### src/rtl/datapath_ctrl_pkg.sv
// Shared definitions for the datapath sequencer: states, opcodes,
// ALU op codes, bus/load bit indices and instruction classes.
package datapath_ctrl_pkg;

    typedef enum logic [3:0] {
        S_IDLE, S_F0, S_F1, S_F2, S_F3, S_D,
        S_T3, S_T4, S_T5, S_T6, S_T7, S_HALT, S_STEP
    } state_t;

    typedef enum logic [2:0] {
        CL_ALU, CL_MUL, CL_LDI, CL_LD, CL_NOP, CL_HALT, CL_ILL
    } iclass_t;

    localparam logic [4:0] OP_LD   = 5'b00000;
    localparam logic [4:0] OP_LDI  = 5'b00001;
    localparam logic [4:0] OP_ADD  = 5'b00011;
    localparam logic [4:0] OP_SUB  = 5'b00100;
    localparam logic [4:0] OP_AND  = 5'b00101;
    localparam logic [4:0] OP_OR   = 5'b00110;
    localparam logic [4:0] OP_MUL  = 5'b01111;
    localparam logic [4:0] OP_NOP  = 5'b11010;
    localparam logic [4:0] OP_HALT = 5'b11011;

    localparam logic [3:0] ALU_ADD = 4'd0;
    localparam logic [3:0] ALU_SUB = 4'd1;
    localparam logic [3:0] ALU_AND = 4'd2;
    localparam logic [3:0] ALU_OR  = 4'd3;
    localparam logic [3:0] ALU_MUL = 4'd4;
    localparam logic [3:0] ALU_INC = 4'd5;

    // bus_src bit indices (R0-R15 occupy 0..15)
    localparam logic [4:0] BUS_HI     = 5'd16;
    localparam logic [4:0] BUS_LO     = 5'd17;
    localparam logic [4:0] BUS_ZHI    = 5'd18;
    localparam logic [4:0] BUS_ZLO    = 5'd19;
    localparam logic [4:0] BUS_PC     = 5'd20;
    localparam logic [4:0] BUS_MDR    = 5'd21;
    localparam logic [4:0] BUS_INPORT = 5'd22;
    localparam logic [4:0] BUS_C      = 5'd23;

    // ld_en bit indices (R0-R15 occupy 0..15)
    localparam logic [4:0] LD_HI  = 5'd16;
    localparam logic [4:0] LD_LO  = 5'd17;
    localparam logic [4:0] LD_Z   = 5'd18;
    localparam logic [4:0] LD_PC  = 5'd19;
    localparam logic [4:0] LD_MDR = 5'd20;
    localparam logic [4:0] LD_IR  = 5'd21;
    localparam logic [4:0] LD_Y   = 5'd22;
    localparam logic [4:0] LD_MAR = 5'd23;

    function automatic logic [23:0] bit24(input logic [4:0] idx);
        return 24'd1 << idx;
    endfunction

endpackage

### src/rtl/datapath_sequencer_decode.sv
// instr_class_decode: combinational opcode classifier.
// Ports: opcode in; cls, alu_op (ALU/MUL ops) and illegal out.
module instr_class_decode
    import datapath_ctrl_pkg::*;
(
    input  logic [4:0] opcode,
    output iclass_t    cls,
    output logic [3:0] alu_op,
    output logic       illegal
);

    always_comb begin
        cls     = CL_ILL;
        alu_op  = ALU_ADD;
        illegal = 1'b0;
        case (opcode)
            OP_ADD:  begin cls = CL_ALU; alu_op = ALU_ADD; end
            OP_SUB:  begin cls = CL_ALU; alu_op = ALU_SUB; end
            OP_AND:  begin cls = CL_ALU; alu_op = ALU_AND; end
            OP_OR:   begin cls = CL_ALU; alu_op = ALU_OR;  end
            OP_MUL:  begin cls = CL_MUL; alu_op = ALU_MUL; end
            OP_LDI:  cls = CL_LDI;
            OP_LD:   cls = CL_LD;
            OP_NOP:  cls = CL_NOP;
            OP_HALT: cls = CL_HALT;
            default: illegal = 1'b1;
        endcase
    end

endmodule

### src/rtl/datapath_sequencer.sv
// datapath_sequencer: Moore FSM driving bus source, load enables, ALU op
// and memory read strobe of the shared-bus CPU datapath.
// Ports: clk, reset (async high), ir, mem_ready, [step when SINGLE_STEP_EN]
//        -> bus_src, ld_en, alu_op, md_read, halted, fault (sticky).
// Config: SINGLE_STEP_EN adds step input and the S_STEP pause state.
module datapath_sequencer
    import datapath_ctrl_pkg::*;
#(
    parameter int MEM_TIMEOUT = 16
) (
    input  logic        clk,
    input  logic        reset,
`ifdef SINGLE_STEP_EN
    input  logic        step,
`endif
    input  logic [31:0] ir,
    input  logic        mem_ready,
    output logic [23:0] bus_src,
    output logic [23:0] ld_en,
    output logic [3:0]  alu_op,
    output logic        md_read,
    output logic        halted,
    output logic        fault
);

    localparam int CW = (MEM_TIMEOUT > 1) ? $clog2(MEM_TIMEOUT) : 1;
    localparam logic [CW-1:0] LAST = CW'(MEM_TIMEOUT - 1);

`ifdef SINGLE_STEP_EN
    localparam state_t FIN = S_STEP;
`else
    localparam state_t FIN = S_F0;
`endif

    state_t          state, state_nxt;
    logic [CW-1:0]   wait_cnt, cnt_nxt;
    logic            set_fault;
    iclass_t         cls;
    logic [3:0]      dec_alu;
    logic            dec_ill;
    logic [4:0]      ra, rb, rc;
    logic            unused_ir;

    assign ra = {1'b0, ir[26:23]};
    assign rb = {1'b0, ir[22:19]};
    assign rc = {1'b0, ir[18:15]};
    assign unused_ir = ^{ir[14:0], dec_ill};

    instr_class_decode u_dec (
        .opcode  (ir[31:27]),
        .cls     (cls),
        .alu_op  (dec_alu),
        .illegal (dec_ill)
    );

    always_ff @(posedge clk or posedge reset) begin
        if (reset) begin
            state    <= S_IDLE;
            wait_cnt <= '0;
            fault    <= 1'b0;
        end else begin
            state    <= state_nxt;
            wait_cnt <= cnt_nxt;
            fault    <= fault | set_fault;
        end
    end

    always_comb begin
        state_nxt = state;
        cnt_nxt   = '0;
        set_fault = 1'b0;
        bus_src   = '0;
        ld_en     = '0;
        alu_op    = ALU_ADD;
        md_read   = 1'b0;
        halted    = 1'b0;
        unique case (state)
            S_IDLE: begin
`ifdef SINGLE_STEP_EN
                if (step) state_nxt = S_F0;
`else
                state_nxt = S_F0;
`endif
            end
            S_F0: begin
                bus_src   = bit24(BUS_PC);
                ld_en     = bit24(LD_MAR) | bit24(LD_Z);
                alu_op    = ALU_INC;
                state_nxt = S_F1;
            end
            S_F1: begin
                bus_src   = bit24(BUS_ZLO);
                ld_en     = bit24(LD_PC);
                state_nxt = S_F2;
            end
            S_F2: begin
                md_read = 1'b1;
                ld_en   = bit24(LD_MDR);
                if (mem_ready) begin
                    state_nxt = S_F3;
                end else if (wait_cnt == LAST) begin
                    set_fault = 1'b1;
                    state_nxt = S_HALT;
                end else begin
                    cnt_nxt = wait_cnt + 1'b1;
                end
            end
            S_F3: begin
                bus_src   = bit24(BUS_MDR);
                ld_en     = bit24(LD_IR);
                state_nxt = S_D;
            end
            S_D: begin
                case (cls)
                    CL_NOP:  state_nxt = FIN;
                    CL_HALT: state_nxt = S_HALT;
                    CL_ILL: begin
                        set_fault = 1'b1;
                        state_nxt = FIN;
                    end
                    default: state_nxt = S_T3;
                endcase
            end
            S_T3: begin
                bus_src   = bit24(rb);
                ld_en     = bit24(LD_Y);
                state_nxt = S_T4;
            end
            S_T4: begin
                ld_en = bit24(LD_Z);
                if (cls == CL_LDI || cls == CL_LD) begin
                    bus_src = bit24(BUS_C);
                    alu_op  = ALU_ADD;
                end else begin
                    bus_src = bit24(rc);
                    alu_op  = dec_alu;
                end
                state_nxt = S_T5;
            end
            S_T5: begin
                bus_src = bit24(BUS_ZLO);
                case (cls)
                    CL_MUL: begin
                        ld_en     = bit24(LD_LO);
                        state_nxt = S_T6;
                    end
                    CL_LD: begin
                        ld_en     = bit24(LD_MAR);
                        state_nxt = S_T6;
                    end
                    default: begin
                        ld_en     = bit24(ra);
                        state_nxt = FIN;
                    end
                endcase
            end
            S_T6: begin
                if (cls == CL_MUL) begin
                    bus_src   = bit24(BUS_ZHI);
                    ld_en     = bit24(LD_HI);
                    state_nxt = FIN;
                end else begin
                    md_read = 1'b1;
                    ld_en   = bit24(LD_MDR);
                    if (mem_ready) begin
                        state_nxt = S_T7;
                    end else if (wait_cnt == LAST) begin
                        set_fault = 1'b1;
                        state_nxt = S_HALT;
                    end else begin
                        cnt_nxt = wait_cnt + 1'b1;
                    end
                end
            end
            S_T7: begin
                bus_src   = bit24(BUS_MDR);
                ld_en     = bit24(ra);
                state_nxt = FIN;
            end
            S_HALT: halted = 1'b1;
            S_STEP: begin
`ifdef SINGLE_STEP_EN
                if (step) state_nxt = S_F0;
`else
                state_nxt = S_F0;
`endif
            end
            default: state_nxt = S_IDLE;
        endcase
    end

endmodule

### config.mk
export PLATFORM = sky130hd
export DESIGN_NAME = datapath_sequencer
export DESIGN_NICKNAME = d
export VERILOG_FILES = /design/src/rtl/datapath_ctrl_pkg.sv /design/src/rtl/datapath_sequencer_decode.sv /design/src/rtl/datapath_sequencer.sv
export SDC_FILE = /design/constraint.sdc
export NUM_CORES = 1
export LEC_CHECK = 0
export CAP_MARGIN = 20
export CORE_MARGIN = 3
export CORE_UTILIZATION = 40
export CTS_CLUSTER_DIAMETER = 40
export DETAILED_ROUTE_END_ITERATION = 8
export PLACE_DENSITY = 0.87
export SYNTH_ARGS = -nofsm -noshare
export SYNTH_HDL_FRONTEND = slang
export SYNTH_HIERARCHICAL = 1
export SYNTH_SLANG_ARGS = --single-unit
### constraint.sdc
create_clock -name clk -period 5.1 [get_ports clk]
set_input_delay 0.765 -clock clk [delete_from_list [all_inputs] [get_ports clk]]
set_output_delay 0.765 -clock clk [all_outputs]
set_load 0.05 [all_outputs]
## Yosys cells after proc, flatten, opt, wreduce, memory -nomap -nowiden

Cells that the tools add are included.

| operators by class | value |
|---|---|
| bitwise logic cells | 1 |
| multiplexer cells | 29 |
| add/subtract/negate cells | 1 |
| shift-type cells | 3 |
| equal/unequal tests | 27 |
| reductions and logical operators | 9 |

Operators with widths:

| operator | count |
|---|---|
| $pmux 24 s9 | 1 |
| $pmux 24 s6 | 1 |
| $shl 1x4->24 const A | 3 |
| $pmux 24 s2 | 1 |
| $pmux 4 s11 | 1 |
| $mux 4 | 9 |
| $eq 4x4->1 const B | 6 |
| $mux 24 | 1 |
| $pmux 4 s2 | 3 |
| $mux 21 | 1 |
| $mux 19 | 1 |
| $pmux 3 s6 | 1 |
| $eq 4x3->1 const B | 4 |
| $eq 5x3->1 const B | 3 |
| $pmux 3 s4 | 1 |
| $eq 5x5->1 const B | 2 |
| $eq 3x3->1 const B | 3 |
| $eq 4x2->1 const B | 2 |
| $reduce_or 2->1 | 4 |
| $eq 3x2->1 const B | 2 |
| $mux 1 | 6 |
| $eq 5x1->1 const B | 1 |
| $eq 5x2->1 const B | 1 |
| $eq 5x4->1 const B | 1 |
| other kinds (11) | 11 |

| storage, ports and cells | value |
|---|---|
| input port bits | 35 |
| word-level logic and storage cells | 73 |
| register bits | 9 |
| output and inout bits | 55 |

## Longest topological paths before layout

| depth | value |
|---|---|
| depth in word-level cells | 7 |
| depth in mapped cells | 9 |
| gate-level depth less buffers | 8 |

## Hierarchy

The synthesis kept the hierarchy.

Modules (own cells, without submodules):

| module | cells an instance | sequential area each (sq um) | instances | area an instance (sq um) |
|---|---|---|---|---|
| datapath_sequencer | 166 | 225.2 | 1 | 1,174.9 |
| instr_class_decode | 34 | 0.0 | 1 | 226.5 |

## Least setup slack after synthesis

Ideal clock, no wire load.

| timing path | value |
|---|---|
| kind | input to output |
| start | input port ir[27] |
| end | output port ld_en[0] |
| setup slack | 1.222 ns |
| arrival | 3.113 ns |
| cell stages on the path | 8 |
| data required time | 4.335 ns |
| path buffers | 1 |
| cells stage by stage | buf_4 -> nand2b_1 -> a21oi_1 -> o21bai_1 -> nand2b_1 -> o21ai_1 -> or3_1 -> nor3_1 |

| on the way | value |
|---|---|
| word-level cells in the longest chain between the ends | 6 |
| elaborated cells between the ends (all ways) | 15 |
| classes of those cells | eq/ne (10); mux (3); reduce/logical (2) |

Ends and longest elaborated chain:

| what | RTL line | source |
|---|---|---|
| start, declared | datapath_sequencer.sv:16 | `input logic [31:0] ir,` |
| $eq 5x2->1 / $eq 5x3->1 (equally long branches) | n/a |  |
| $reduce_or 4->1 (no line) | n/a |  |
| $pmux 3 s6 (*) | datapath_sequencer_decode.sv:16 | `case (opcode)` |
| via cls[2] | datapath_sequencer.sv:38 | `iclass_t cls;` |
| $eq 3x2->1 / $eq 3x1->1 (equally long branches) | datapath_sequencer.sv:142 | `case (cls)` |
| $pmux 24 s2 (*) | datapath_sequencer.sv:142 |  |
| $pmux 24 s9 (*) | datapath_sequencer.sv:77 | `unique case (state)` |
| end, declared | datapath_sequencer.sv:19 | `output logic [23:0] ld_en,` |

The timed path passes the listed nets; every way through them passes the cells marked *.

## Worst setup path after layout

| timing path | value |
|---|---|
| start | input port ir[29] |
| end | output port bus_src[2] |

| on the way | value |
|---|---|
| word-level cells in the longest chain between the ends | 7 |
| elaborated cells between the ends (all ways) | 16 |
| classes of those cells | eq/ne (10); mux (3); reduce/logical (3) |

Ends and longest elaborated chain:

| what | RTL line | source |
|---|---|---|
| $eq 5x2->1 / $eq 5x3->1 (equally long branches) | n/a |  |
| $reduce_or 4->1 (no line) | n/a |  |
| $pmux 3 s6 (*) | datapath_sequencer_decode.sv:16 |  |
| via cls[2] | datapath_sequencer.sv:38 |  |
| $eq 3x2->1 | datapath_sequencer.sv:131 | `if (cls == CL_LDI \|\| cls == CL_LD) begin` |
| $logic_or 1x1->1 (*) | datapath_sequencer.sv:131 |  |
| $mux 24 (*) | datapath_sequencer.sv:131 |  |
| $pmux 24 s6 (*) | datapath_sequencer.sv:77 |  |
| end, declared | datapath_sequencer.sv:18 | `output logic [23:0] bus_src,` |

Marks and branches as above.

==> results.toml <==
[timing]
max_freq_mhz = 218
tns_ns = 0
min_period_over_period_pct = 90.0
setup_viol = 0
relSlewSlack_pct = 61.3
worstMarginPinSlew_ns = 0.580
final_max_slew_viol_count = 0
rsz0062_at_grt = "no"
fin_crit_ns = 4.59
skew_ns = 0.00100
hold_viol_final = 0

[drt]
wl_met2_mm = 1.83
top_layer_used = "met4"
met1_length_mm = 1.78
route.vias.total = 1652
drtAntennaViolNets = 0
drt_iter0_markers = 103
drt_wl_total_mm = 3.95
via_per_inst = 5.49
drc_errors = 0
wl_per_cell_um = 13.1
drt-pass1-iter-count = 4
wl_met3_um = 283

[clock_tree]
clock_latency_ns = 0.27
postCtsSetupBuffers = 0
clock_sinks = 9
cts_buffers = 3
clk_path_buf_depth = 2
cts.repair.resized = 0
path_clk_slew_ns = 0.06
htreeDepth = 1
cts_tree = "built"
root_buffer = "clkbuf_4"
cts.hold.buffers_added = 0

[synthesis]
synthCells = 196
synth.cell_area_um2 = 1380
yosys_warnings = 6
postSynthAreaPerCell_um2 = 7.03

[placement]
portBuffers = 70
gp_congestion = 0.822
detailed_place_hpwl_mm = 3.11
dp.cells = 297

[worst_setup_path]
start_kind = "primary input"
required_ns = 4.34
critPathKind = "primary input to output pin"
cp.arrival_ns = 3.83
worstSetupEndpointType = "output pin"
cp_max_fo = 10
r2r_setup_slack_ns = 3.46

[power_and_ir_drop]
p_sw_share_pct = 32.5
p_per_area_nw_per_um2 = 89.1
vdd_drop_max_mv = 0.124
seqPwrFrac_pct = 38.9
comb_power_share_pct = 29.6
intPower_w = 0.000124
pwr-share-clk_pct = 31.5
switching_power_w = 0.0000597
leakage_nw = 0.770

[grt]
antenna_found_initial = 0
overflow = 0
grt_max_degree = 20
grt_pass1_vias = 1462
grt_first_pass_wirelength_mm = 6.46
grt_use_total_pct = 18.7

[cells_and_area]
final_common_cell = "clkdlybuf4s50_1"
mostFrequentLayoutCells = "clkdlybuf4s50_1 (70), nor2_1 (28), nand2_1 (18)"
multi_input_area_um2 = 1000
nets = 294
drive_gt1_share_pct = 7.00
fin_util_pct = 64.8
instances_no_fill = 301
fill_cells = 292
area_growth_pct = 49.3
seqCellArea_um2 = 225
antenna_cells = 0

[floorplanning]
ios = 90
start_util_pct = 43.4
core_area_um2 = 3180
dieWidth_um = 64.7
dieArea_um2 = 4190
die_height_um = 64.7
rows = 20

[outcome]
outcome = "completed"

[flow_run]
maxCapViolCount = 0

[hold_path]
min_path_type = "flop to flop"
==> state kept, by name (all words and copies together), names as in the netlist <==
signal / count
fault: 1
state: 4
wait_cnt: 4
==> through the flow <==
stage	instance area, um^2	hold WS [ns]	worst slack (ns)	power [W]
5_1_grt	2060	0.535	0.279	0.000193
6_report	2060	0.493	0.508	0.000183
3_3_place_gp	2030	0.477	0.558	0.000125
2_1_floorplan	1390	0.459	1.25	0.000107
3_5_place_dp	2030	0.489	0.475	0.000126
4_1_cts	2060	0.500	0.463	0.000184
==> area by class of cell <==
class	count	area share (%)
repair buffers	70	34.0
flip-flops and latches	9	10.9
clock inverters	1	0.243
multi-input cells	162	48.8
clock buffers	3	1.09
inverters	12	2.19
well taps	44	2.67
==> final timing paths <==
check	start	to	cells past startpoint
worst max-delay path	ir[29]	bus_src[2]	9
worst min-delay path	fault	fault	2
worst max register to register	state[0]	state[3]	4
worst min register to register	fault	fault	2
max in group asynchronous	reset	state[2]	2
min in group asynchronous	reset	wait_cnt[2]	2
==> worst max-delay path, stage by stage <==
cell,delay (ns)
clkdlybuf4s50_1,0.65
nand2b_2,0.18
o22ai_1,0.07
o21bai_1,0.41
inv_1,0.11
a21oi_2,0.31
nor3b_4,0.32
a32o_1,0.19
clkdlybuf4s50_1,0.81
==> metal layers <==
metal  up-vias  GRT usage [%]
li1        822              -
met5         -              0
met3         7           3.99
met2        72           31.0
met1       751           24.5
met4         0           4.75
==> power by group through the flow <==
| stage | Sequential, W | Combinational [W] | Clock [W] |
|---|---|---|---|
| after CTS | 0.0000714 | 0.0000540 | 0.0000582 |
| final | 0.0000713 | 0.0000542 | 0.0000578 |
| after global placement | 0.0000727 | 0.0000525 | 0 |
| after detailed placement | 0.0000727 | 0.0000537 | 0 |
| after floorplan | 0.0000727 | 0.0000344 | 0 |
| after global routing | 0.0000713 | 0.0000587 | 0.0000627 |
No activity file was read; power rests on OpenSTA's default activity.
